`src/rtl/alu_arbiter.sv`:
```
// alu_arbiter: lets two requesters (0: core datapath, 1: aux/debug port) share one
// combinational ALU. Each operation is accepted over valid/ready, the ALU is driven for
// one cycle, and the result, ZF and SF are returned with the requester ID over valid/ready.
// Optional feature macro: ALU_ARB_ILLEGAL_OP_EN. When defined, ALUControl code 3'b011 is
// answered directly with an error response and does not touch the ALU.
module alu_arbiter #(
    parameter int unsigned WIDTH = 32
) (
    input  logic               clk_i,
    input  logic               rst_ni,
    // request side
    input  logic [1:0]         req_valid_i,
    output logic [1:0]         req_ready_o,
    input  logic [2*WIDTH-1:0] req_srca_i,
    input  logic [2*WIDTH-1:0] req_srcb_i,
    input  logic [5:0]         req_op_i,
    // ALU side
    output logic [WIDTH-1:0]   alu_srca_o,
    output logic [WIDTH-1:0]   alu_srcb_o,
    output logic [2:0]         alu_ctrl_o,
    input  logic [WIDTH-1:0]   alu_result_i,
    input  logic               alu_zf_i,
    input  logic               alu_sf_i,
    // response side
    output logic               rsp_valid_o,
    input  logic               rsp_ready_i,
    output logic               rsp_id_o,
    output logic [WIDTH-1:0]   rsp_result_o,
    output logic               rsp_zf_o,
    output logic               rsp_sf_o,
    output logic               rsp_err_o,
    output logic               busy_o
);

    typedef enum logic [1:0] {
        StIdle = 2'd0,
        StExec = 2'd1,
        StResp = 2'd2
    } state_e;

    state_e             state_q;
    logic               rr_last_q;   // requester served most recently
    logic               gnt_q;       // requester owning the op in flight
    logic [WIDTH-1:0]   alu_srca_q;
    logic [WIDTH-1:0]   alu_srcb_q;
    logic [2:0]         alu_ctrl_q;
    logic               rsp_valid_q;
    logic               rsp_id_q;
    logic [WIDTH-1:0]   rsp_result_q;
    logic               rsp_zf_q;
    logic               rsp_sf_q;

    logic               gnt_any;
    logic               gnt_id;
    logic [WIDTH-1:0]   sel_srca;
    logic [WIDTH-1:0]   sel_srcb;
    logic [2:0]         sel_op;

    // Grant decision: only offered in IDLE and out of reset; contention alternates.
    always_comb begin
        gnt_any = 1'b0;
        gnt_id  = 1'b0;
        if (rst_ni && (state_q == StIdle)) begin
            case (req_valid_i)
                2'b01: begin
                    gnt_any = 1'b1;
                    gnt_id  = 1'b0;
                end
                2'b10: begin
                    gnt_any = 1'b1;
                    gnt_id  = 1'b1;
                end
                2'b11: begin
                    gnt_any = 1'b1;
                    gnt_id  = ~rr_last_q;
                end
                default: begin
                    gnt_any = 1'b0;
                    gnt_id  = 1'b0;
                end
            endcase
        end
    end

    // Operand/op mux for the granted requester.
    always_comb begin
        sel_srca = gnt_id ? req_srca_i[2*WIDTH-1:WIDTH] : req_srca_i[WIDTH-1:0];
        sel_srcb = gnt_id ? req_srcb_i[2*WIDTH-1:WIDTH] : req_srcb_i[WIDTH-1:0];
        sel_op   = gnt_id ? req_op_i[5:3] : req_op_i[2:0];
    end

    assign req_ready_o = gnt_any ? (gnt_id ? 2'b10 : 2'b01) : 2'b00;

`ifdef ALU_ARB_ILLEGAL_OP_EN
    logic rsp_err_q;
    logic op_illegal;

    assign op_illegal = (sel_op == 3'b011);

    // Operation FSM with registered ALU drive and response; illegal codes bypass EXEC.
    always_ff @(posedge clk_i) begin
        if (!rst_ni) begin
            state_q      <= StIdle;
            rr_last_q    <= 1'b1;
            gnt_q        <= 1'b0;
            alu_srca_q   <= '0;
            alu_srcb_q   <= '0;
            alu_ctrl_q   <= '0;
            rsp_valid_q  <= 1'b0;
            rsp_id_q     <= 1'b0;
            rsp_result_q <= '0;
            rsp_zf_q     <= 1'b0;
            rsp_sf_q     <= 1'b0;
            rsp_err_q    <= 1'b0;
        end else begin
            unique case (state_q)
                StIdle: begin
                    if (gnt_any) begin
                        gnt_q <= gnt_id;
                        if (op_illegal) begin
                            // ALU registers intentionally left untouched.
                            rsp_valid_q  <= 1'b1;
                            rsp_id_q     <= gnt_id;
                            rsp_result_q <= '0;
                            rsp_zf_q     <= 1'b1;
                            rsp_sf_q     <= 1'b0;
                            rsp_err_q    <= 1'b1;
                            state_q      <= StResp;
                        end else begin
                            alu_srca_q <= sel_srca;
                            alu_srcb_q <= sel_srcb;
                            alu_ctrl_q <= sel_op;
                            state_q    <= StExec;
                        end
                    end
                end
                StExec: begin
                    rsp_valid_q  <= 1'b1;
                    rsp_id_q     <= gnt_q;
                    rsp_result_q <= alu_result_i;
                    rsp_zf_q     <= alu_zf_i;
                    rsp_sf_q     <= alu_sf_i;
                    rsp_err_q    <= 1'b0;
                    state_q      <= StResp;
                end
                StResp: begin
                    if (rsp_ready_i) begin
                        rsp_valid_q <= 1'b0;
                        rr_last_q   <= gnt_q;
                        state_q     <= StIdle;
                    end
                end
                default: state_q <= StIdle;
            endcase
        end
    end

    assign rsp_err_o = rsp_err_q;
`else
    // Operation FSM with registered ALU drive and response; every code goes through EXEC.
    always_ff @(posedge clk_i) begin
        if (!rst_ni) begin
            state_q      <= StIdle;
            rr_last_q    <= 1'b1;
            gnt_q        <= 1'b0;
            alu_srca_q   <= '0;
            alu_srcb_q   <= '0;
            alu_ctrl_q   <= '0;
            rsp_valid_q  <= 1'b0;
            rsp_id_q     <= 1'b0;
            rsp_result_q <= '0;
            rsp_zf_q     <= 1'b0;
            rsp_sf_q     <= 1'b0;
        end else begin
            unique case (state_q)
                StIdle: begin
                    if (gnt_any) begin
                        gnt_q      <= gnt_id;
                        alu_srca_q <= sel_srca;
                        alu_srcb_q <= sel_srcb;
                        alu_ctrl_q <= sel_op;
                        state_q    <= StExec;
                    end
                end
                StExec: begin
                    rsp_valid_q  <= 1'b1;
                    rsp_id_q     <= gnt_q;
                    rsp_result_q <= alu_result_i;
                    rsp_zf_q     <= alu_zf_i;
                    rsp_sf_q     <= alu_sf_i;
                    state_q      <= StResp;
                end
                StResp: begin
                    if (rsp_ready_i) begin
                        rsp_valid_q <= 1'b0;
                        rr_last_q   <= gnt_q;
                        state_q     <= StIdle;
                    end
                end
                default: state_q <= StIdle;
            endcase
        end
    end

    assign rsp_err_o = 1'b0;
`endif

    assign alu_srca_o   = alu_srca_q;
    assign alu_srcb_o   = alu_srcb_q;
    assign alu_ctrl_o   = alu_ctrl_q;
    assign rsp_valid_o  = rsp_valid_q;
    assign rsp_id_o     = rsp_id_q;
    assign rsp_result_o = rsp_result_q;
    assign rsp_zf_o     = rsp_zf_q;
    assign rsp_sf_o     = rsp_sf_q;
    assign busy_o       = (state_q != StIdle);

endmodule
```
`config.mk`:
```
export PLATFORM = sky130hd
export DESIGN_NAME = alu_arbiter
export DESIGN_NICKNAME = d
export VERILOG_FILES = /design/src/rtl/alu_arbiter.sv
export SDC_FILE = /design/constraint.sdc
export NUM_CORES = 1
export LEC_CHECK = 0
export BUFFER_PORTS_ARGS = -buffer_cell sky130_fd_sc_hd__buf_2
export CAP_MARGIN = 20
export CORE_AREA = 4 4 108 110
export CTS_BUF_LIST = sky130_fd_sc_hd__clkbuf_4
export CTS_CLUSTER_SIZE = 8
export DETAILED_ROUTE_END_ITERATION = 16
export DIE_AREA = 0 0 112 114
export PLACE_DENSITY = 0.77
export SLEW_MARGIN = 40
export SYNTH_ARGS = -nofsm -noshare
export SYNTH_HDL_FRONTEND = slang
export SYNTH_SLANG_ARGS = --single-unit
```
`constraint.sdc`:
```
create_clock -name clk_i -period 2.8 [get_ports clk_i]
set_input_delay 0.84 -clock clk_i [delete_from_list [all_inputs] [get_ports clk_i]]
set_output_delay 0.84 -clock clk_i [all_outputs]
set_load 0.1 [all_outputs]
```
==> flow_results.org, run 1 <==
** Clock tree
- Worst-path clk slew :: roughly 0.15 ns
- Library cell used as clock root buffer :: clkbuf_4
- Post-CTS timing repair inserted 0 buffers for setup.
- Total clock buffers created by CTS :: 9
- Clock latency on the worst-skew pair, taken at its later pin, is between 0.4 and 0.5 ns.
- For this design, the CTS-stage hold fixing added 0 buffers.
- Maximum number of buffers from clock root to sink :: 2
- The clock tree synthesis step divided the H-tree into 3 levels.
- Counting every sink on the clock net gives between 100 and 150.
- Number of gates resized after CTS :: 0
- TritonCTS built the clock tree.

** Finish
- Leaving out fill and tap cells, the most frequent cell in the layout is buf_2.
- Post-layout instance count excluding filler cells :: ~860
- Final antenna diode count :: 0
- Fill count :: 1017
- After the last flow step, the layout net total stands at ~890.
- Area occupied by multi-input gates :: about 2000 sq um
- Across the whole layout, storage elements account for around 2100 sq um.
- Leaving out fill and tap cells, the most frequent cells in the layout are buf_2 (275), dfxtp_1 (107), nand2_1 (71).
- With fillers left out, the area of the finished cells amounts to around 6000 sq um.
- Fraction of final layout cells sized beyond drive strength 1 :: 43.0%
- Post-synthesis to final-layout area growth :: 36.5%

** Drt
- In the routed design, unresolved DRC markers number 0.
- Dividing the detail-routed wire length by the instance count gives 16.3 microns.
- DRC violation total after the first TritonRoute iteration :: approximately 320
- The count of nets left with antenna violations once routing finished came out at 0.
- Total Wirelength :: between 10 and 15 mm
- Post-DR vias/cell :: roughly 5.4
- The first TritonRoute pass finished after 5 iterations.
- Summing over every cut layer, the via total after detailed routing is 4620.

** Outcome
- Run status :: completed

** Die
- Die boundary width :: ~110 microns
- Die area :: 12800 sq um
- The floorplan has 38 rows.
- From bottom edge to top edge, the die measures between 100 and 150 microns.
- Pin placement for this block handled between 200 and 300 I/O pins.
- The floorplan step defined a core boundary enclosing about 11000 sq um.
- Initial cell density of the core :: between 40% and 50%

** STA
- Headroom to the max-slew limit came out at 54.1%.
- The smallest clock period supported by the final layout is computed as approximately 2.6 ns.
- Slew at the pin closest to its max-slew limit :: a little under 0.7 ns
- Final Cycle Share :: 93.3%
- The hold violation total from the final report came to 0.
- Setup repair after global routing missed its margin :: false
- Worst Skew :: 0.0155 ns
- For the final routed database, the setup TNS stands at 0 ns.
- Across all setup checks in the final design, the least slack found is about 0.19 ns.
- Total setup violations reported at the end of the flow :: 0
- Number of pins with negative max-slew slack in the final report :: 0
- For this run, the top clock speed supported by timing is about 380 MHz.

** Pwr
- Power Dens Cells :: between 600 and 700 nW/um^2
- Worst IR Drop VDD :: between 0.0004 and 0.0005 V
- Summed over all cells, the static leakage comes to around 3.0 nW.
- In this run switching power makes up about 47% of total power.
- Share of power burned in registers :: a little over two fifths
- Part of the power in the clock network :: between 10% and 20%
- In this run the power spent charging and discharging nets is approximately 0.0019 W.
- Internal power comes to between 0.002 and 0.0025 W.
- Of the total power, combinational logic draws around 40%.

** Logic synthesis
- Syn Nets :: 642
- In the synthesized netlist, the number of instances is approximately 470.
- The synthesized netlist occupies a cell area of 4360 sq um.
- Synth async-reset ratio :: 0%
- The synthesized netlist contains 31 unique library cells.
- Count of synthesis-stage warnings from yosys :: 0
- Flip-flop cell with the highest count after synthesis :: dfxtp_1
- Mean post-synth cell area :: just over 9 sq um
- Number of enable flip-flop cells after synthesis :: 0
- Total of flip-flops plus latches after synthesis :: about 110
- Share of the yosys chip area belonging to registers :: 49.1%

** Global route
- Global routing usage summed across all routing layers :: a little over a fifth
- The initial antenna violation count came to 0.
- Vias in the first global route :: 4504
- Overall overflow remaining after global route :: 0
- Largest net degree at the start of global routing :: 68
- Wire length of the first global-routing pass :: between 20 and 25 mm

** Place
- Number of I/O port buffers :: about 280
- Once placement finished, the instance area stood at just under 6000 sq um.
- Once detailed placement completed, the half-perimeter wirelength came to about 10 mm.
- At the placement stage, the worst setup path has a slack of roughly 0.2 ns.
- Counting tap cells, the placed design contains a total of 847 instances.
- At the end of routability-driven placement, the weighted congestion stood at 0.878.

** Setup path
- Broken down by cell family, the worst path's largest delay share belongs to simple AND/OR/NAND/NOR gates.
- At the worst endpoint, the arrival time is about 1.8 ns.
- STA classifies the critical path endpoint as an output pin.
- The setup path with the least slack is of type in2out.
- Highest-delay cell along the critical path :: or3b_2
- CP Max Fanout :: 3
- Cells along the critical path :: buf_2 -> or3b_2 -> nor2_4 -> buf_12
- STA classifies the critical path startpoint as an input port.
- Worst path required time :: approximately 2.0 ns
- Worst path buffer plus inverter count :: 2
- For this run, the slowest stage of the critical path takes 0.48 ns.

** Hold path
- Hold crit path type :: reg2reg

** Job
- Max-capacitance violation count :: 0
[stage by stage]
stage	power [W]	util (%)	hold WS, ns
after floorplan	0.00306	-	0.448
after detailed placement	0.00340	54.6	0.455
after CTS	0.00410	55.7	0.475
final	0.00406	55.7	0.470
after global routing	0.00423	55.7	0.504
after global placement	0.00338	54.5	0.448
[area by class of cell]
class / count / area share (%)
clock inverters: 7 / 0.756
clock buffers: 9 / 1.13
well taps: 140 / 2.94
inverters: 1 / 0.0630
multi-input cells: 311 / 33.6
repair buffers: 288 / 25.6
flip-flops and latches: 107 / 36.0
[final timing paths]
| path | cells past startpoint | slack (ns) | end | startpoint |
|---|---|---|---|---|
| min reg2reg | 2 | 0.47 | rsp_id_o$_SDFFE_PN0P_ | rsp_id_o$_SDFFE_PN0P_ |
| max reg2reg | 4 | 0.85 | alu_srca_o[19]$_SDFFE_PN0P_ | state_q[1]$_SDFFE_PN0P_ |
| min | 2 | 0.47 | rsp_id_o$_SDFFE_PN0P_ | rsp_id_o$_SDFFE_PN0P_ |
| max | 4 | 0.19 | req_ready_o[1] | rst_ni |
[worst reg2reg max path, delay by kind of cell, from the launching register on]
kind                   cells  cell delay (ns)
AO/OA/AOI/OAI              2             0.68
AND/OR/NAND/NOR            1             0.23
buffers and inverters      1             0.54
flip-flops                 1             0.42
[metal layers]
layer,routed length (microns),global-route usage [%],up-vias
met5,0,0,-
met4,425,9.86,0
met3,1270,5.46,36
met2,6940,34.8,234
met1,5450,25.3,2139
li1,-,-,2211
[cell usage after synthesis (2+ instances only)]
cell type  instances  area (sq um)
dfxtp_1          107          2140
nand2_1           71           267
and3_1            42           263
a221o_1           41           410
a21boi_0          35           263
nor2_1            27           101
o211ai_1          26           195
a21oi_1           25           125
clkbuf_1          25          93.8
o31ai_1           25           188
buf_2             15          75.1
buf_6              6          67.6
buf_1              3          11.3
mux2i_1            2          20.0
nand2b_1           2          12.5
o21a_1             2          15.0
[state kept, by name, indices dropped and copies added, names as in the netlist]
signal,count
alu_srca_o,32
alu_ctrl_o,3
rsp_id_o,1
alu_srcb_o,32
state_q,2
rsp_zf_o,1
rsp_valid_o,1
rsp_result_o,32
rr_last_q,1
gnt_q,1
rsp_sf_o,1
[kinds of logic (layout without fill, tap and decap cells)]
group | count (synthesis) | in the layout | share of synthesized area (%)
AOI/OAI and AO/OA | 160 | 160 | 28.5
muxes | 2 | 2 | 0.459
buffers and inverters | 51 | 305 | 5.94
and+or+nand+nor | 148 | 148 | 15.9
DFF | 107 | 107 | 49.1
other | 1 | 1 | 0.0860
[power groups by stage]
stage | clock [W] | combinational, W | sequential [W]
after detailed placement | 0 | 0.00164 | 0.00177
after global routing | 0.000779 | 0.00170 | 0.00175
after CTS | 0.000723 | 0.00164 | 0.00174
after global placement | 0 | 0.00162 | 0.00176
final | 0.000689 | 0.00163 | 0.00174
after floorplan | 0 | 0.000352 | 0.00270
No activity file was read; power rests on OpenSTA's default activity.
==> inputs of run 2 (changes only) <==
--- a/config.mk
+++ b/config.mk
@@ -7,12 +7,14 @@
 export LEC_CHECK = 0
 export BUFFER_PORTS_ARGS = -buffer_cell sky130_fd_sc_hd__buf_2
 export CAP_MARGIN = 20
-export CORE_AREA = 4 4 108 110
+export CELL_PAD_IN_SITES_DETAIL_PLACEMENT = 2
+export CELL_PAD_IN_SITES_GLOBAL_PLACEMENT = 2
+export CORE_MARGIN = 4
+export CORE_UTILIZATION = 25
 export CTS_BUF_LIST = sky130_fd_sc_hd__clkbuf_4
 export CTS_CLUSTER_SIZE = 8
 export DETAILED_ROUTE_END_ITERATION = 16
-export DIE_AREA = 0 0 112 114
-export PLACE_DENSITY = 0.77
+export PLACE_DENSITY_LB_ADDON = 0.1
 export SLEW_MARGIN = 40
 export SYNTH_ARGS = -nofsm -noshare
 export SYNTH_HDL_FRONTEND = slang
==> run 2 against run 1 <==
Effect of this change:
- non-clock buffer count increased by 3
- setup slack got worse by 0.010 ns
- hold slack improved by 0.0033 ns
- sequential power about the same
- global-route usage decreased by 3.4 points
- largest cell class unchanged
==> flow_results.org, run 2 (synthesized netlist as in run 1, its figures left out) <==
** Job
- The count of max-cap constraint violations was 0 (unchanged).

** Finish
- Fill count :: 2007 (+97%)
- The area growth from synthesis to layout is 39.8%.
- The share of cells above drive strength 1 came to 43.3% (+0.24 points).
- The net count of the finished layout was 894 (+0.34%).
- The post-route cell area was 6100 sq um (+2.4%).
- The final standard cell count with taps included and fillers excluded is 954 (+11%).
- Commonest cells after routing, fill and taps aside :: buf_2 (275), dfxtp_1 (107), nand2_1 (71)
- The multi-input gate area in the final layout is 1990 sq um (-0.38%).
- The register area was 2140 sq um (unchanged).
- Most common cell after layout, fill and taps aside :: buf_2

** Drt
- Met2 WL :: 8.55 mm (+23%)
- The wire length on met1 was 7.67 mm (+41%).
- The detailed-route vias per instance is 4.85 (-9.3%).
- The iteration count of the initial detailed-routing pass came to 4 (-1).
- WL/cell :: 18.7 microns (+14%)
- DRT antenna net count :: 0 (unchanged)
- Via count of the routed design :: 4631 (+0.24%)
- DRC violation total after the first TritonRoute iteration :: 162 (-50%)
- After detailed routing, no signal wire sits above met5.
- Total Wirelength :: 17.8 mm (+26%)
- The DRC violations left came to 0 (unchanged).
- The met3 layer wire length in the routed design came to 1.13 mm (-11%).

** Pwr
- Part of the power in the clock network :: 19.4% (+2.4 points)
- Power Dens Cells :: 691 nW/um^2 (+1.4%)
- The post-layout total power was 0.00421 W (+3.8%).
- The leakage power was 3.04 nW (+0.91%).
- Net Sw Frac :: 46.4% (-0.27 points)
- The cell-internal power was 0.00226 W (+4.3%).
- The logic gate share of total power was 39.4% (-0.9 points).
- Net switching power figure :: 0.00195 W (+3.2%)
- The worst supply voltage drop on vdd is 0.000260 V (-43%).
- The portion of total power attributed to sequential cells was 41.2% (-1.6 points).

** Clock tree
- The quantity of gates resized following cts is 0 (unchanged).
- The number of clock sinks was 107 (unchanged).
- Total clock buffers created by CTS :: 9 (unchanged)
- Buffer count from post-CTS setup fixing :: 0 (unchanged)
- Clock latency of the later-clocked register in the worst-skew pair :: 0.47 ns (about the same)
- Maximum number of buffers from clock root to sink :: 2 (unchanged)
- Hold_buf cts :: 0 (unchanged)
- H-Tree Depth :: 3 (unchanged)
- TritonCTS built the clock tree.
- Worst-path clk slew :: 0.17 ns (+0.02 ns)
- The root buffer cell chosen for the clock tree is clkbuf_4.

** STA
- Worst hold slack after final layout :: 0.474 ns (+0.00327 ns)
- Fmax :: 381 MHz (-0.39%)
- Worst Skew :: 0.0174 ns (+0.00190 ns)
- Number of pins with negative max-slew slack in the final report :: 0 (unchanged)
- Total setup violations reported at the end of the flow :: 0 (unchanged)
- Final Cycle Share :: 93.7% (+0.36 points)
- The post-layout minimum cycle time came to 2.62 ns (+0.0102 ns).
- The relative slew slack came to 55.1% (+1.0 points).
- The hold violation total from the final report was 0 (unchanged).
- Setup repair after global routing missed its margin :: false
- Slew at the pin closest to its max-slew limit :: 0.673 ns (-0.0127 ns)
- Sum of negative setup slack :: 0 ns (unchanged)

** Outcome
- Run status :: completed

** Global route
- Overall overflow remaining after global route :: 0 (unchanged)
- The number of global-route vias before repair came to 5050 (+12%).
- The total global routing track utilization is 17.5% (-3.4 points).
- The first-pass GRT wire length is 27.7 mm (+27%).
- The maximum number of pins on one net before global-route repair was 68 (unchanged).
- Antenna violations before repair :: 4 (+4)

** Die
- The area enclosed by the die boundary was 19600 sq um (+54%).
- Overall die height :: 140 microns (+23%)
- The I/O pin count is 280 (unchanged).
- Number of placement rows :: 48 (+26%)
- The die width came to 140 microns (+25%).
- Initial cell density of the core :: 25.4% (-15 points)
- The core footprint is 17200 sq um (+61%).

** Setup path
- The endpoint identified for the worst register-to-register timing path is alu_srca_o[12]$_SDFFE_PN0P_.
- STA classifies the critical path endpoint as an output pin.
- The data arrival time of the critical path was 1.78 ns (about the same).
- CP Max Fanout :: 7 (+4)
- Launch instance of the worst register-to-register path :: state_q[1]$_SDFFE_PN0P_
- The signal on the critical path passes through or3b_2 -> nor2_4 -> buf_12.
- Highest-delay cell along the critical path :: or3b_2
- Worst setup path category :: reg2out
- Reg2Reg Setup Slack :: 0.84 ns (about the same)
- The required time at the endpoint of the critical path came to 1.96 ns (about the same).
- The delay contributed by the slowest stage of the critical path came to 0.54 ns (+0.06 ns).
- R2R depth :: 5 (+1)
- Startpoint types :: flip-flop

** Hold path
- The worst hold path begins at rsp_result_o[20]$_SDFFE_PN0P_.
- Hold crit path type :: reg2reg
- Hold worst-path end :: rsp_result_o[20]$_SDFFE_PN0P_
- The count of cells along the worst hold path is 2 (unchanged).

** Place
- The half-perimeter wire length of the detailed placement result was 13.1 mm (+26%).
- The number of placed instances with taps included came to 935 (+10%).
- The routability congestion estimate from global placement came to 0.755 (-14%).
- Cell area reported after detailed placement :: 5950 sq um (+1.9%)
- Number of I/O port buffers :: 278 (unchanged)
## run 2: cell count changes in the layout (fill, tap and decap cells not counted)
cell / delta
buf_4: +4
diode_2: +3
clkinvlp_4: -2
buf_12: -1
bufinv_16: +1
clkinv_4: +1
o21ai_2: +1
o21ai_4: -1
## run 2: worst max-delay path by stage
| stage | from | endpoint | slack (ns) | cells past startpoint |
|---|---|---|---|---|
| finish | state_q[1]$_SDFFE_PN0P_ | req_ready_o[1] | 0.18 | 3 |
| global route | state_q[1]$_SDFFE_PN0P_ | req_ready_o[1] | 0.09 | 3 |
| CTS | state_q[1]$_SDFFE_PN0P_ | req_ready_o[1] | 0.12 | 3 |
| detailed placement | rst_ni | req_ready_o[1] | 0.18 | 4 |
| global placement | rst_ni | req_ready_o[1] | 0.19 | 4 |
| floorplan | rst_ni | req_ready_o[0] | 0.05 | 4 |
## run 2: per-layer routing
| metal | GRT usage (%) | vias to the layer above |
|---|---|---|
| met1 | 22.1 | 2209 |
| met5 | 0 | - |
| li1 | - | 2214 |
| met3 | 4.47 | 30 |
| met2 | 29.0 | 176 |
| met4 | 6.48 | 2 |
## run 2: layout make-up
cell class	count	area share, %
Clock buffer	9	1.11
Antenna cell	3	0.123
Multi-Input combinational cell	311	32.7
Tap cell	225	4.62
Timing Repair Buffer	291	25.2
Clock inverter	7	1.13
Sequential cell	107	35.1
Inverter	1	0.0616
## run 2: worst max-delay path, delay by kind of cell (launching register included)
family	cells	cell delay (ns)
buf+inv	1	0.19
flops	1	0.42
simple gates	2	0.70
## run 2: power by group through the flow
stage               registers, W  logic [W]  clock network, W
floorplan                0.00270   0.000352                 0
global placement         0.00176    0.00165                 0
detailed placement       0.00177    0.00168                 0
CTS                      0.00174    0.00168          0.000865
global route             0.00176    0.00174          0.000920
finish                   0.00174    0.00166          0.000817
## run 2: per-stage QoR
stage                     util, %  setup slack, ns
after global routing         35.5           0.0888
final                        35.5            0.178
after floorplan                 -           0.0532
after detailed placement     34.7            0.176
after global placement       34.7            0.193
after CTS                    35.4            0.123
==> inputs of run 3 (changes only) <==
--- a/config.mk
+++ b/config.mk
@@ -5,8 +5,8 @@
 export SDC_FILE = /design/constraint.sdc
 export NUM_CORES = 1
 export LEC_CHECK = 0
+export ABC_AREA = 1
 export BUFFER_PORTS_ARGS = -buffer_cell sky130_fd_sc_hd__buf_2
-export CAP_MARGIN = 20
 export CELL_PAD_IN_SITES_DETAIL_PLACEMENT = 2
 export CELL_PAD_IN_SITES_GLOBAL_PLACEMENT = 2
 export CORE_MARGIN = 4
==> run 3 against run 2 <==
Effect of this change:
- synthesized area up 13%
- setup slack improved by 0.13 ns
- sequential share of layout area is 2.8 points lower
- routed wire length is 12% higher
- fmax up 5.0%
- via count increased by 18%
- hold slack gained 0.0084 ns
- sequential power barely moved
- final cell count increased by 27%
- first-iteration DRC count increased by 45%
- clock power is 13% higher
- design area rose by 8.6%
==> flow_results.org, run 3 <==
** Outcome
- The run finished with clean final reports.

** Logic synthesis
- The cell area after synthesis came to 4910 sq um (+13%).
- The count of cell types in the netlist is 24 (-23%).
- Synth async-reset ratio :: 0% (unchanged)
- Count leader, synth :: nor2_1
- In the synthesized netlist the dominant register cell turns out to be dfxtp_1.
- Sorting the synthesized cells by how often they occur yields nor2_1 (178), dfxtp_1 (107), nand2_1 (95).
- Share of the synthesized area in the top cell type :: 43.6% (-5.5 points)
- The portion of the post-synthesis area used by sequential elements is 43.6% (-5.5 points).
- The net count after synthesis came to 860 (+34%).
- The number of cells produced by synthesis came to 687 (+46%).
- Total of flip-flops plus latches after synthesis :: 107 (unchanged)
- Leading cell types by total area after synthesis :: dfxtp_1 (44%), nor2_1 (14%), nand2_1 (7.3%)
- Mean post-synth cell area :: 7.15 sq um (-23%)
- Cell accounting for the most synthesized area :: dfxtp_1
- The number of flops mapped to enable cells by yosys is 0 (unchanged).
- Count of synthesis-stage warnings from yosys :: 0 (unchanged)

** STA
- Count of final hold-check violations :: 0 (unchanged)
- Slew at the pin closest to its max-slew limit :: 0.593 ns (-0.0795 ns)
- Max-Slew Margin vs Limit :: 60.4% (+5.3 points)
- Fmax :: 400 MHz (+5.0%)
- Minimum clock period after layout :: 2.50 ns (-0.125 ns)
- The clock skew was 0.0277 ns (+0.0103 ns).
- The period utilization was 89.2% (-4.5 points).
- Number of pins with negative max-slew slack in the final report :: 0 (unchanged)
- Total setup violations reported at the end of the flow :: 0 (unchanged)
- The final-layout setup total negative slack is 0 ns (unchanged).
- Setup repair after global routing left no endpoint under its margin.

** Die
- Die area :: 22000 sq um (+12%)
- The core footprint is 19400 sq um (+13%).
- The floorplan row count came to 51 (+6.3%).
- Initial cell density of the core :: 25.3% (-0.064 points)
- The I/O pin count came to 280 (unchanged).
- Overall die height :: 148 microns (+5.8%)
- Die boundary width :: 148 microns (+5.8%)

** Global route
- Antenna violations before repair :: 4 (unchanged)
- Overall overflow remaining after global route :: 0 (unchanged)
- Global routing usage summed across all routing layers :: 17.7% (+0.20 points)
- Largest net degree at the start of global routing :: 111 (+63%)
- The number of global-route vias before repair was 5971 (+18%).
- Wire length of the first global-routing pass :: 31.3 mm (+13%)

** Clock tree
- The number of clock buffers inserted by TritonCTS was 9 (unchanged).
- The cell sitting at the root of the clock tree is a clkbuf_4.
- The post-CTS setup repair buffer count came to 0 (unchanged).
- Number of gates resized after CTS :: 0 (unchanged)
- Sinks on Clock Net :: 107 (unchanged)
- TritonCTS built the clock tree.
- Maximum number of buffers from clock root to sink :: 2 (unchanged)
- The number of H-tree levels is 3 (unchanged).
- Worst-path clk slew :: 0.20 ns (+0.03 ns)
- Hold_buf cts :: 0 (unchanged)
- The insertion delay to the later sink of the worst-skew pair came to 0.48 ns (about the same).

** Drt
- The iteration count of the initial detailed-routing pass was 4 (unchanged).
- The total via count in the routed design is 5487 (+18%).
- The routed wire length is 20.0 mm (+12%).
- The detailed-route vias per instance came to 4.54 (-6.5%).
- DRC violation total after the first TritonRoute iteration :: 235 (+45%)
- The DRC violations left was 0 (unchanged).
- The post-route antenna net violation count came to 0 (unchanged).
- The mean routed wirelength per cell came to 16.6 microns (-11%).

** Finish
- Register Area :: 2140 sq um (unchanged)
- The share of cells above drive strength 1 came to 36.8% (-6.4 points).
- The post-route cell area was 6620 sq um (+8.6%).
- Fill count :: 2425 (+21%)
- Area occupied by multi-input gates :: 2260 sq um (+14%)
- The net count of the finished layout came to 1110 (+24%).
- The area growth from synthesis to layout is 34.7%.
- Commonest cells after routing, fill and taps aside :: buf_2 (276), nor2_1 (177), dfxtp_1 (107)
- Most common cell after layout, fill and taps aside :: buf_2

** Setup path
- R2R depth :: 6 (+1)
- Data arrival time at the worst-slack endpoint :: 1.66 ns (-0.12 ns)
- Startpoint types :: flip-flop
- In this run the critical register-to-register path is captured at alu_srca_o[21]$_SDFFE_PN0P_.
- The critical path in this run is classified as reg2out.
- CP Max Fanout :: 4 (-3)
- Launch instance of the worst register-to-register path :: state_q[1]$_SDFFE_PN0P_
- The required time at the endpoint of the critical path is 1.96 ns (about the same).
- Kind of end point of the critical path :: output pin
- The register-to-register setup slack was 0.99 ns (+0.15 ns).

** Hold path
- The count of cells along the worst hold path came to 2 (unchanged).
- Hold crit path type :: reg2reg
- Hold wc startpoint :: rsp_valid_o$_SDFFE_PN0P_
- Hold worst-path end :: rsp_valid_o$_SDFFE_PN0P_

** Pwr
- Power Dens Cells :: 685 nW/um^2 (-0.89%)
- Leakage power figure :: 3.43 nW (+13%)
- The post-layout total power is 0.00453 W (+7.6%).
- Worst IR Drop VDD :: 0.000203 V (-22%)

** Job
- Max-capacitance violation count :: 0 (unchanged)

** Place
- Cell area reported after detailed placement :: 6450 sq um (+8.4%)
- The half-perimeter wire length of the detailed placement result is 14.9 mm (+13%).
- Number of I/O port buffers :: 278 (unchanged)
- The routability congestion estimate from global placement was 0.772 (+2.3%).
-- run 3: changes by cell type after synthesis, sizes merged, moves of 8 or more --
cell,previous run,this run
a21boi,36,0
o21ai,2,85
nor2,27,181
inv,1,49
o211ai,26,0
a21oi,25,2
clkbuf,25,17
buf,25,33
nand3,0,71
and3,42,0
nand2,71,97
nor3,0,41
a221o,41,0
o31ai,25,0
-- run 3: cell families after synthesis --
kind of cell / Yosys count / share of synthesized area [%]
AO/OA/AOI/OAI: 87 / 8.86
flip-flops: 107 / 43.6
AND/OR/NAND/NOR: 392 / 36.6
buffers and inverters: 100 / 10.8
other: 1 / 0.0763
-- run 3: layout make-up --
type / instances / share of cell area [%]
antenna: 2 / 0.0756
clock buffer: 9 / 1.02
clock inverter: 7 / 1.44
inverter: 50 / 2.85
multi-input combinational: 480 / 34.1
sequential: 107 / 32.4
tap: 265 / 5.01
timing repair buffer: 289 / 23.1
-- run 3: worst max-delay path by stage --
stage | endpoint | slack, ns | cells past startpoint | startpoint
4_1_cts | busy_o | 0.24 | 3 | state_q[1]$_SDFFE_PN0P_
2_1_floorplan | req_ready_o[0] | 0.10 | 6 | req_valid_i[0]
6_report | busy_o | 0.30 | 3 | state_q[0]$_SDFFE_PN0P_
3_3_place_gp | req_ready_o[0] | 0.39 | 6 | req_valid_i[0]
3_5_place_dp | alu_srca_o[3]$_SDFFE_PN0P_ | 0.33 | 8 | req_valid_i[1]
5_1_grt | busy_o | 0.15 | 3 | state_q[0]$_SDFFE_PN0P_
-- run 3: where the power goes --
part | switching [W] | total, W | internal, W
Clock | 0.000623 | 0.000922 | 0.000299
Sequential | 0.0000753 | 0.00174 | 0.00167
Combinational | 0.00152 | 0.00187 | 0.000347
Total | 0.00222 | 0.00453 | 0.00231
-- run 3: routing by layer --
layer / share of wire [%] / GRT usage (%)
met1: 42 / 21.3
met4: 1.4 / 4.34
met3: 6.8 / 5.42
met5: 0.070 / 0
met2: 50 / 31.1
-- run 3: critical path, cell delays in order (launching register included) --
cell and delay, ns:
dfxtp_1 0.41, inv_1 0.10, nand2_1 0.17, buf_2 0.48
-- run 3: through the flow --
stage	setup slack (ns)	hold slack (ns)	utilization [%]	std cells
2_1_floorplan	0.105	0.429	-	687
3_3_place_gp	0.392	0.451	33.3	1191
3_5_place_dp	0.328	0.470	33.3	1191
4_1_cts	0.237	0.495	34.1	1207
5_1_grt	0.154	0.515	34.1	1209
6_report	0.303	0.482	34.1	1209
